$ cat config.mk
export PLATFORM = sky130hd
export DESIGN_NAME = step_clock_gen
export DESIGN_NICKNAME = d
export VERILOG_FILES = /design/src/rtl/step_clock_gen.sv
export SDC_FILE = /design/constraint.sdc
export NUM_CORES = 1
export LEC_CHECK = 0
export ABC_AREA = 1
export BUFFER_PORTS_ARGS = -buffer_cell sky130_fd_sc_hd__buf_2
export CAP_MARGIN = 20
export CORE_MARGIN = 5
export CORE_UTILIZATION = 60
export DETAILED_ROUTE_END_ITERATION = 8
export HOLD_SLACK_MARGIN = 0.08
export PLACE_DENSITY = 0.9
export SETUP_SLACK_MARGIN = 0.02
export SYNTH_ARGS = -nofsm -noshare
export SYNTH_HDL_FRONTEND = slang
export SYNTH_SLANG_ARGS = --single-unit
$ cat constraint.sdc
create_clock -name clk -period 7.9 [get_ports clk]
set_input_delay 1.58 -clock clk [delete_from_list [all_inputs] [get_ports clk]]
set_output_delay 1.58 -clock clk [all_outputs]
set_load 0.1 [all_outputs]
$ cat src/rtl/step_clock_gen.sv
// rtl/step_clock_gen.sv - debounced single-step clock source for the CPU board top.
// Optional auto-repeat of a held button is enabled by defining STEP_AUTOREPEAT_EN.
module step_clock_gen #(
  parameter int DEBOUNCE_CYCLES = 5000,
  parameter int PULSE_CYCLES    = 5000,
  parameter int REPEAT_CYCLES   = 50000000,
  parameter int COUNT_W         = 16
) (
  input  logic               clk,
  input  logic               reset,
  input  logic               button,
  input  logic               enable,
  output logic               step_clk,
  output logic               step_pulse,
  output logic [COUNT_W-1:0] step_count,
  output logic               busy
);

`ifdef STEP_AUTOREPEAT_EN
  localparam int REP_MAX = REPEAT_CYCLES;
`else
  // Repeat timer is idle without auto-repeat; WAIT_REL only watches for release.
  localparam int REP_MAX = 1 + 0 * REPEAT_CYCLES;
`endif

  localparam int DP_MAX  = (DEBOUNCE_CYCLES > PULSE_CYCLES) ? DEBOUNCE_CYCLES : PULSE_CYCLES;
  localparam int CNT_MAX = (DP_MAX > REP_MAX) ? DP_MAX : REP_MAX;
  localparam int CNT_W   = $clog2(CNT_MAX + 1);

  localparam logic [CNT_W-1:0] DB_LOAD    = CNT_W'(DEBOUNCE_CYCLES - 1);
  localparam logic [CNT_W-1:0] PULSE_LOAD = CNT_W'(PULSE_CYCLES - 1);
  localparam logic [CNT_W-1:0] REP_LOAD   = CNT_W'(REP_MAX - 1);

  typedef enum logic [2:0] {
    IDLE     = 3'd0,
    DB_PRESS = 3'd1,
    HIGH     = 3'd2,
    WAIT_REL = 3'd3,
    DB_REL   = 3'd4
  } state_t;

  state_t             state_q, state_d;
  logic [CNT_W-1:0]   cnt_q, cnt_d;
  logic               sync1_q, sync1_d;
  logic               btn_s_q, btn_s_d;
  logic               step_clk_q, step_clk_d;
  logic               step_pulse_q, step_pulse_d;
  logic [COUNT_W-1:0] step_count_q, step_count_d;
  logic               busy_q, busy_d;

  always_comb begin
    sync1_d = button;
    btn_s_d = sync1_q;
    state_d = state_q;
    cnt_d   = cnt_q;

    case (state_q)
      IDLE: begin
        if (btn_s_q && enable) state_d = DB_PRESS;
      end
      DB_PRESS: begin
        if (!btn_s_q)          state_d = IDLE;
        else if (cnt_q == '0)  state_d = HIGH;
        else                   cnt_d   = cnt_q - CNT_W'(1);
      end
      HIGH: begin
        if (cnt_q == '0)       state_d = WAIT_REL;
        else                   cnt_d   = cnt_q - CNT_W'(1);
      end
      WAIT_REL: begin
        if (!btn_s_q)          state_d = DB_REL;
`ifdef STEP_AUTOREPEAT_EN
        else if (cnt_q == '0)  state_d = HIGH;
        else                   cnt_d   = cnt_q - CNT_W'(1);
`endif
      end
      DB_REL: begin
        if (btn_s_q)           state_d = WAIT_REL;
        else if (cnt_q == '0)  state_d = IDLE;
        else                   cnt_d   = cnt_q - CNT_W'(1);
      end
      default: begin
        state_d = IDLE;
      end
    endcase

    // Every state change restarts the single shared timer for the new state.
    if (state_d != state_q) begin
      case (state_d)
        DB_PRESS: cnt_d = DB_LOAD;
        HIGH:     cnt_d = PULSE_LOAD;
        WAIT_REL: cnt_d = REP_LOAD;
        DB_REL:   cnt_d = DB_LOAD;
        default:  cnt_d = '0;
      endcase
    end

    step_pulse_d = (state_d == HIGH) && (state_q != HIGH);
    step_clk_d   = (state_d == HIGH);
    busy_d       = (state_d != IDLE);
    step_count_d = step_count_q + COUNT_W'(step_pulse_d);
  end

  always_ff @(posedge clk or negedge reset) begin
    if (!reset) begin
      state_q      <= IDLE;
      cnt_q        <= '0;
      sync1_q      <= 1'b0;
      btn_s_q      <= 1'b0;
      step_clk_q   <= 1'b0;
      step_pulse_q <= 1'b0;
      step_count_q <= '0;
      busy_q       <= 1'b0;
    end else begin
      state_q      <= state_d;
      cnt_q        <= cnt_d;
      sync1_q      <= sync1_d;
      btn_s_q      <= btn_s_d;
      step_clk_q   <= step_clk_d;
      step_pulse_q <= step_pulse_d;
      step_count_q <= step_count_d;
      busy_q       <= busy_d;
    end
  end

  assign step_clk   = step_clk_q;
  assign step_pulse = step_pulse_q;
  assign step_count = step_count_q;
  assign busy       = busy_q;

endmodule
==> results of run 1 <==
-- per-stage QoR --
| step | hold WS (ps) | cell area, sq um | cells |
|---|---|---|---|
| 6_report | 361.8 | 2178 | 291 |
| 5_1_grt | 380.2 | 2178 | 291 |
| 4_1_cts | 363.4 | 2178 | 291 |
| 3_5_place_dp | 336.4 | 2090 | 283 |
| 3_3_place_gp | 332.9 | 2090 | 283 |
| 2_1_floorplan | 331.2 | 1924 | 217 |
-- Yosys cell counts --
| library cell | n |
|---|---|
| nand2_1 | 53 |
| dfrtp_1 | 37 |
| nand3_1 | 26 |
| nor2_1 | 20 |
| inv_1 | 18 |
| xor2_1 | 17 |
| xnor2_1 | 6 |
| inv_2 | 5 |
| nand3_2 | 4 |
| a21oi_1 | 3 |
| ha_1 | 3 |
| nand2_2 | 3 |
| nand2_4 | 3 |
| a21oi_2 | 2 |
| nor2_4 | 2 |
| nor3_1 | 2 |
| nor3_2 | 2 |
| nor4_1 | 2 |
| nand3b_1 | 1 |
| nand3b_4 | 1 |
| nand4_1 | 1 |
| nand4_2 | 1 |
| nor2_2 | 1 |
| nor3b_1 | 1 |
| o21ai_0 | 1 |
| o31ai_1 | 1 |
| or2_1 | 1 |
-- kinds of logic (layout without fill, tap and decap cells) --
kind of cell | count (synthesis) | in the layout | share of synthesized area
xor+xnor | 23 | 23 | 0.1047
simple gates | 124 | 124 | 0.3264
fa+ha+maj | 3 | 3 | 0.01951
buf+inv | 23 | 53 | 0.04486
compound gates | 7 | 7 | 0.02341
flops | 37 | 37 | 0.4811
-- worst reg2reg max path, stage by stage, from the launching register on --
cell and delay (ps):
dfrtp_1 390, inv_1 100, ha_1 260, nand3_2 160
nor2_4 140, nand3_1 120, inv_1 110, ha_1 210
ha_1 200, nand3_1 130, nor2_1 190, nand3_1 140
nor3b_1 400, nand4_1 170, xnor2_1 160
-- state kept, by name (all words and copies together) (netlist names) --
signal / count
btn_s_q: 1
step_count: 16
busy: 1
cnt_q: 13
btn_s_d: 1
step_clk: 1
state_q: 3
step_pulse: 1
-- area by class of cell --
type	count	area [sq um]	share of cell area
Multi-Input combinational cell	157	912.1	0.4187
Clock inverter	2	37.54	0.01723
Timing Repair Buffer	22	110.1	0.05055
Tap cell	44	55.05	0.02527
Clock buffer	6	51.30	0.02355
Inverter	23	86.33	0.03963
Sequential cell	37	925.9	0.4250
-- metal layers --
layer	wire, um	vias up	share of wire	track usage
li1	-	748	-	-
met1	1646	721	0.44	0.2484
met2	1866	44	0.50	0.3193
met3	205	5	0.054	0.06239
met4	48	0	0.013	0.07614
met5	0	-	0	0
-- worst paths after layout --
check,start,end,slack (ps),cells after the start
worst min register to register,btn_s_d$_DFF_PN0_,btn_s_q$_DFF_PN0_,360,0
min in group asynchronous,reset,step_count[1]$_DFF_PN0_,1290,1
max in group asynchronous,reset,cnt_q[4]$_DFFE_PN0P_,6120,1
worst max-delay path,cnt_q[0]$_DFFE_PN0P_,step_count[14]$_DFF_PN0_,4920,14
worst min-delay path,btn_s_d$_DFF_PN0_,btn_s_q$_DFF_PN0_,360,0
worst max register to register,cnt_q[0]$_DFFE_PN0P_,step_count[14]$_DFF_PN0_,4920,14
-- power by group --
part | leakage (nW) | internal, W | switching, W
sequential | 0.497 | 0.000232 | 0.0000420
clock | 0.0445 | 0.0000752 | 0.0000682
combinational | 0.688 | 0.000145 | 0.000320
==> flow_summary.ini, run 1 <==
[outcome]
outcome = complete, no violations

[power]
powerDensity_nw_per_um2 = 405.0
p_leak_nw = 1.229
max-vdd-ir-drop_uv = 195.4
power_w = 0.0008822

[place]
place_ws_ps = 4918
dp.final_hpwl_mm = 2.758
gp_congestion = 0.9387
place.port_buffers = 22

[floorplanning]
pin_count = 23
start_util = 0.6303
die-area_sq_um = 4440
std_cell_rows = 20
core_sq_um = 3053
die_height_um = 66.63
die_w_um = 66.63

[clock_tree]
clk_pin_slew_worst_paths_ps = 120
cts_resized = 0
cts_sinks = 37
holdBufCountCts = 0
cts_max_level = 2
cts-root-buf = clkbuf_4
insertion_delay_ps = 360
cts_tree = yes
cts.path.max_buffers = 2
post_cts_buffers = 0
cts-buffers-inserted = 5

[logic_synthesis]
synth_largest_area_cell = dfrtp_1
netlist_top_cells_area = dfrtp_1 (48%), nand2_1 (10%), xor2_1 (7.7%), nand3_1 (6.8%), nor2_1 (3.9%)
synthesis.instances = 217
synth_top_area_share = 0.4811
synth_fp_nets = 224
ys_seq_area_frac = 0.4811
yosys.cell_types.count = 27
yosys_warnings = 0
avgSynthCellArea_sq_um = 8.868
netlist_area_sq_um = 1924
ys_seq_elements = 37

[timing]
hold_violations = 0
timing.final.ws_setup_ps = 4918
report.final.setup_viol = 0
period_share = 0.3774
slew_viol_final = 0
max_freq_mhz = 335.4
tightest_slew_ps = 779.1
finalCriticalPeriod_ps = 2982
slew_headroom = 0.4806
rsz0062_at_grt = no
skew_ps = 8.168
tns_ps = 0

[worst_setup_path]
critPathArrivalTime_ps = 3230
crit_required_ps = 8150
cp_top_family = simple AND/OR/NAND/NOR gates
endpoint_kind = flip-flop
cp_cell_sequence = inv_1, ha_1, nand3_2, nor2_4, nand3_1, inv_1, ha_1, ha_1, nand3_1, nor2_1, nand3_1, nor3b_1, nand4_1, xnor2_1
start_kind = flip-flop
crit_buf_inv = 2
cp_slowest_cell = nor3b_1
critPathKind = reg -> reg
critical_path_peak_fanout = 4
crit_path_max_incr_delay_ps = 400

[finish]
final_nets = 253
fin_util = 0.7135
final_common_cell = nand2_1
diodes = 0
drive_above_1_share = 0.2186
fillCellCount = 234
areaGrowthSynthToFinish_pct = 13.20
layout_common_cells = nand2_1 (53), dfrtp_1 (37), nand3_1 (26)

[drt]
vias = 1518
post_drt_wl_per_cell_um = 12.94
routed_via_density = 5.216
drtIter0Drc = 85
drc = 0
drt-total-wl_mm = 3.766
ant_nets = 0
first_pass_iters = 4

[hold_path]
hold_path.class = reg -> reg

[global_route]
antenna_found_initial = 0
grt_max_degree = 38
grt_util_all_layers = 0.1986
grt_first_pass_wirelength_mm = 6.561
gr-total-overflow = 0
grt_pass1_vias = 1441

[run]
maxCapViolations = 0
No activity file was read; power rests on OpenSTA's default activity.
==> inputs of run 2 (changes only) <==
Settings changed: CORE_UTILIZATION 60 to 52, PLACE_DENSITY 0.9 to 0.83.
Clock period 7.9 ns to 2.47 ns, I/O delays scaled along.
==> run 2 against run 1 <==
Compared with the run above: register-to-register slack got worse by 4800 ps; largest cell class is now multi-input combinational cells; combinational power increased to 3.6 times the previous value; total power rose to 3.6 times the previous value; clock skew is 2.3 ps lower; sequential cell count unchanged; non-clock buffer count is 16 higher.
==> flow_summary.ini, run 2 (same netlist as run 1, synthesis figures left out) <==
[worst_setup_path]
critPathArrivalTime_ps = 2560
crit_required_ps = 2650
critPathKind = reg -> reg
rrSetupSlack_ps = 100
start_kind = flip-flop
critical_path_peak_fanout = 4
endpoint_kind = flip-flop

[global_route]
gr-total-overflow = 0
antenna_found_initial = 0
grt_first_pass_wirelength_mm = 6.479
grt_max_degree = 38
grt_pass1_vias = 1425
grt_util_all_layers = 0.1621

[timing]
rsz0062_at_grt = yes
slew_headroom = 0.4793
slew_viol_final = 0
hold_violations = 0
report.final.setup_viol = 0
finalCriticalPeriod_ps = 2373
period_share = 0.9608
skew_ps = 5.819
max_freq_mhz = 421.4
hold_ws_ps = 269.6
tightest_slew_ps = 781.0

[clock_tree]
clk_pin_slew_worst_paths_ps = 80
insertion_delay_ps = 290
cts.path.max_buffers = 2
cts-root-buf = clkbuf_8
cts_sinks = 37
cts_max_level = 2
cts_tree = yes
cts-buffers-inserted = 5

[power]
p_leak_nw = 1.363
p_clk_frac = 0.200
powerDensity_nw_per_um2 = 1279
p_int_w = 0.001739
p_sw_w = 0.001443
swShare = 0.4536
max-vdd-ir-drop_uv = 951.2
sequentialPowerShare = 0.268
p_comb_frac = 0.532

[hold_path]
hold_path.class = in -> async

[finish]
areaGrowthSynthToFinish_pct = 29.26
final_nets = 269
finalInstanceArea_sq_um = 2487
fillCellCount = 293
diodes = 0
fin_util = 0.6846
largest_reg_flops = 16
drive_above_1_share = 0.3422
final_common_cell = nand2_1
multi_input_area_sq_um = 1045
layout_common_cells = nand2_1 (52), dfrtp_1 (35), buf_2 (22)
seqCellArea_sq_um = 928.4
finalNonFillerCells = 311

[floorplanning]
die-area_sq_um = 5018
core_sq_um = 3633
pin_count = 23
die_height_um = 70.84
std_cell_rows = 22
die_w_um = 70.84
start_util = 0.5296

[drt]
drtIter0Drc = 74
drc = 0
drt-total-wl_mm = 3.948
ant_nets = 0
routed_via_density = 4.936
first_pass_iters = 4
post_drt_wl_per_cell_um = 12.69
vias = 1535

[run]
maxCapViolations = 0

[place]
placed_cells = 295
dp.final_hpwl_mm = 2.762
place.port_buffers = 22
place_area_sq_um = 2247
gp_congestion = 0.8398

[outcome]
outcome = complete, no violations
## run 2: cell types whose count changed in the layout (fill, tap and decap cells not counted), moves of 3 or more
cell      before  now
ha_1           3    0
nor2_1        20   17
clkbuf_8       1    5
ha_4           0    3
nand3_1       26   20
clkbuf_4       5    0
nand3_4        0    3
inv_2          5    8
buf_4          0   16
nand3_2        4    7
inv_1         18   15
## run 2: worst max-delay path: stages (launching register included)
cell and delay [ps]:
dfrtp_1 390, inv_2 80, ha_4 160, nand3_4 100, nor2_4 130, nand3_2 100
inv_2 90, ha_4 150, ha_4 150, nand3_4 90, nor2_4 130, nand3_4 100
nor3b_4 260, nand4_1 150, xnor2_1 160
## run 2: path summary, 6_finish.rpt
check	start	endpoint	cells past startpoint
max in group asynchronous	reset	step_count[0]$_DFF_PN0_	1
min reg2reg	btn_s_d$_DFF_PN0_	btn_s_q$_DFF_PN0_	0
min in group clk	button	btn_s_d$_DFF_PN0_	1
max reg2reg	cnt_q[0]$_DFFE_PN0P_	step_count[14]$_DFF_PN0_	14
max	cnt_q[0]$_DFFE_PN0P_	step_count[14]$_DFF_PN0_	14
min	reset	cnt_q[8]$_DFFE_PN0P_	1
## run 2: power by group through the flow
| stage | registers [W] | logic [W] | clock network, W |
|---|---|---|---|
| after CTS | 0.000852 | 0.00165 | 0.000645 |
| after floorplan | 0.00106 | 0.00110 | 0 |
| after global placement | 0.000859 | 0.00161 | 0 |
| after global routing | 0.000867 | 0.00188 | 0.000684 |
| final | 0.000853 | 0.00169 | 0.000637 |
| after detailed placement | 0.000862 | 0.00165 | 0 |
## run 2: timing repair
action	CTS	global route
setup endpoints to repair	2	5
resized for setup	1	6
hold buffers	0	0
cloned	0	0
buffers inserted	1	7
pin swaps	1	7
## run 2: layout make-up
| cell class | instances | area share |
|---|---|---|
| inverters | 23 | 0.03471 |
| flip-flops and latches | 37 | 0.3732 |
| repair buffers | 38 | 0.09256 |
| clock inverters | 3 | 0.02767 |
| multi-input cells | 157 | 0.4200 |
| well taps | 48 | 0.02414 |
| clock buffers | 5 | 0.02767 |
## run 2: routing by layer
layer	routed length, um	global-route usage	vias up
met5	0	0	-
met4	65	0.06889	0
met3	158	0.04545	6
met2	1909	0.2430	30
met1	1814	0.2205	716
li1	-	-	783
## run 2: through the flow
stage	TNS, ps	setup slack [ps]	total power, W
after floorplan	0	29.36	0.002159
after global routing	-71.04	-48.17	0.003430
after global placement	0	76.08	0.002465
after CTS	0	24.02	0.003144
after detailed placement	-41.95	-23.84	0.002507
final	0	96.75	0.003182
==> inputs of run 3 (changes only) <==
Settings changed: RECOVER_POWER set to 100.
==> run 3 against run 2 <==
Compared with the run above: the run now ends with capacitance limit, slew limit left; register-to-register slack about the same; sequential cell count unchanged; total power about the same; clock power about the same; sequential power about the same; utilization about the same; first-iteration DRC count down 1.4%; highest routed layer unchanged.
==> flow_summary.ini, run 3 (same netlist as run 1, synthesis figures left out) <==
[clock_tree]
cts-buffers-inserted = 5
clk_pin_slew_worst_paths_ps = 80
cts_sinks = 37
holdBufCountCts = 0
cts-root-buf = clkbuf_8
insertion_delay_ps = 290
cts.path.max_buffers = 2
cts_tree = yes
cts_max_level = 2

[global_route]
gr-total-overflow = 0
antenna_found_initial = 0
grt_pass1_vias = 1425
grt_util_all_layers = 0.1621
grt_first_pass_wirelength_mm = 6.479
grt_max_degree = 38

[timing]
slew_headroom = -0.2495
finalCriticalPeriod_ps = 2374
max_freq_mhz = 421.2
hold_violations = 0
slew_viol_final = 38
skew_ps = 4.730
rsz0062_at_grt = yes
report.final.setup_viol = 0
period_share = 0.9612
tightest_slew_ps = 1874

[place]
dp.final_hpwl_mm = 2.762
place.port_buffers = 22
gp_congestion = 0.8398
place_area_sq_um = 2247

[drt]
routed_via_density = 4.929
first_pass_iters = 4
ant_nets = 0
post_drt_wl_per_cell_um = 12.67
vias = 1533
drtIter0Drc = 73
drc = 0
drt-total-wl_mm = 3.939

[floorplanning]
die_height_um = 70.84
die-area_sq_um = 5018
pin_count = 23
std_cell_rows = 22
core_sq_um = 3633
die_w_um = 70.84
start_util = 0.5296

[finish]
largest_reg_flops = 16
finalInstanceArea_sq_um = 2486
drive_above_1_share = 0.3384
final_common_cell = nand2_1
layout_common_cells = nand2_1 (52), dfrtp_1 (35), buf_2 (21)
final_nets = 269
diodes = 0
areaGrowthSynthToFinish_pct = 29.19
fin_util = 0.6842

[outcome]
outcome = complete, but fails checks
violations = capacitance limit, slew limit

[power]
power_w = 0.003180
max-vdd-ir-drop_uv = 954.5
powerDensity_nw_per_um2 = 1279
p_leak_nw = 1.361

[worst_setup_path]
start_kind = flip-flop
endpoint_kind = flip-flop
critical_path_peak_fanout = 4
critPathKind = reg -> reg
critPathArrivalTime_ps = 2560
crit_required_ps = 2650

[run]
maxCapViolations = 1

[hold_path]
hold_path.class = in -> reg
[run 3: changes by cell type in the layout (fill, tap and decap cells not counted)]
cell	delta
buf_2	-1
clkbuf_1	+1
[run 3: layer usage]
metal	wire [um]	GRT usage	up-vias
li1	-	-	783
met1	1810	0.2205	710
met2	1896	0.2430	34
met3	166	0.04545	6
met4	65	0.06889	0
met5	0	0	-
[run 3: worst max-delay path, cell delays in order, from the launching register on]
cell and delay [ps]:
dfrtp_1 390, inv_2 80, ha_4 160, nand3_4 100
nor2_4 130, nand3_2 100, inv_2 90, ha_4 150
ha_4 150, nand3_4 90, nor2_4 130, nand3_4 100
nor3b_4 260, nand4_1 150, xnor2_1 160
[run 3: final timing paths]
kind / from / end / cells past startpoint / slack (ps)
worst max register to register: cnt_q[0]$_DFFE_PN0P_ / step_count[14]$_DFF_PN0_ / 14 / 100
worst max-delay path: cnt_q[0]$_DFFE_PN0P_ / step_count[14]$_DFF_PN0_ / 14 / 100
worst min register to register: btn_s_d$_DFF_PN0_ / btn_s_q$_DFF_PN0_ / 0 / 360
worst min-delay path: button / btn_s_d$_DFF_PN0_ / 1 / 300
min in group asynchronous: reset / cnt_q[8]$_DFFE_PN0P_ / 1 / 700
max in group asynchronous: reset / step_count[0]$_DFF_PN0_ / 1 / 550
[run 3: timing repair]
item                       in CTS  in global routing
gates cloned                    0                  0
resized for setup               1                  6
setup buffers                   1                  7
setup endpoints to repair       2                  5
pin swaps                       1                  7
[run 3: power breakdown]
part	switching [W]	internal, W	total [W]
registers	0.000108	0.000746	0.000854
clock network	0.000231	0.000407	0.000638
logic	0.00110	0.000586	0.00169
[run 3: area by class of cell]
class / instances / area [sq um]
sequential: 37 / 928.4
clock inverter: 3 / 68.82
timing repair buffer: 38 / 229.0
tap: 48 / 60.06
fill: 294 / 1147
inverter: 23 / 86.33
clock buffer: 5 / 68.82
multi-input combinational: 157 / 1045
[run 3: per-stage QoR]
stage	setup slack, ps	setup TNS, ps	cells	hold slack (ps)
finish	95.74	0	311	303.9
global route	-48.17	-71.04	311	300.7
CTS	24.02	0	304	291.3
detailed placement	-23.84	-41.95	295	350.3
global placement	76.08	0	295	332.0
floorplan	29.36	0	217	198.4
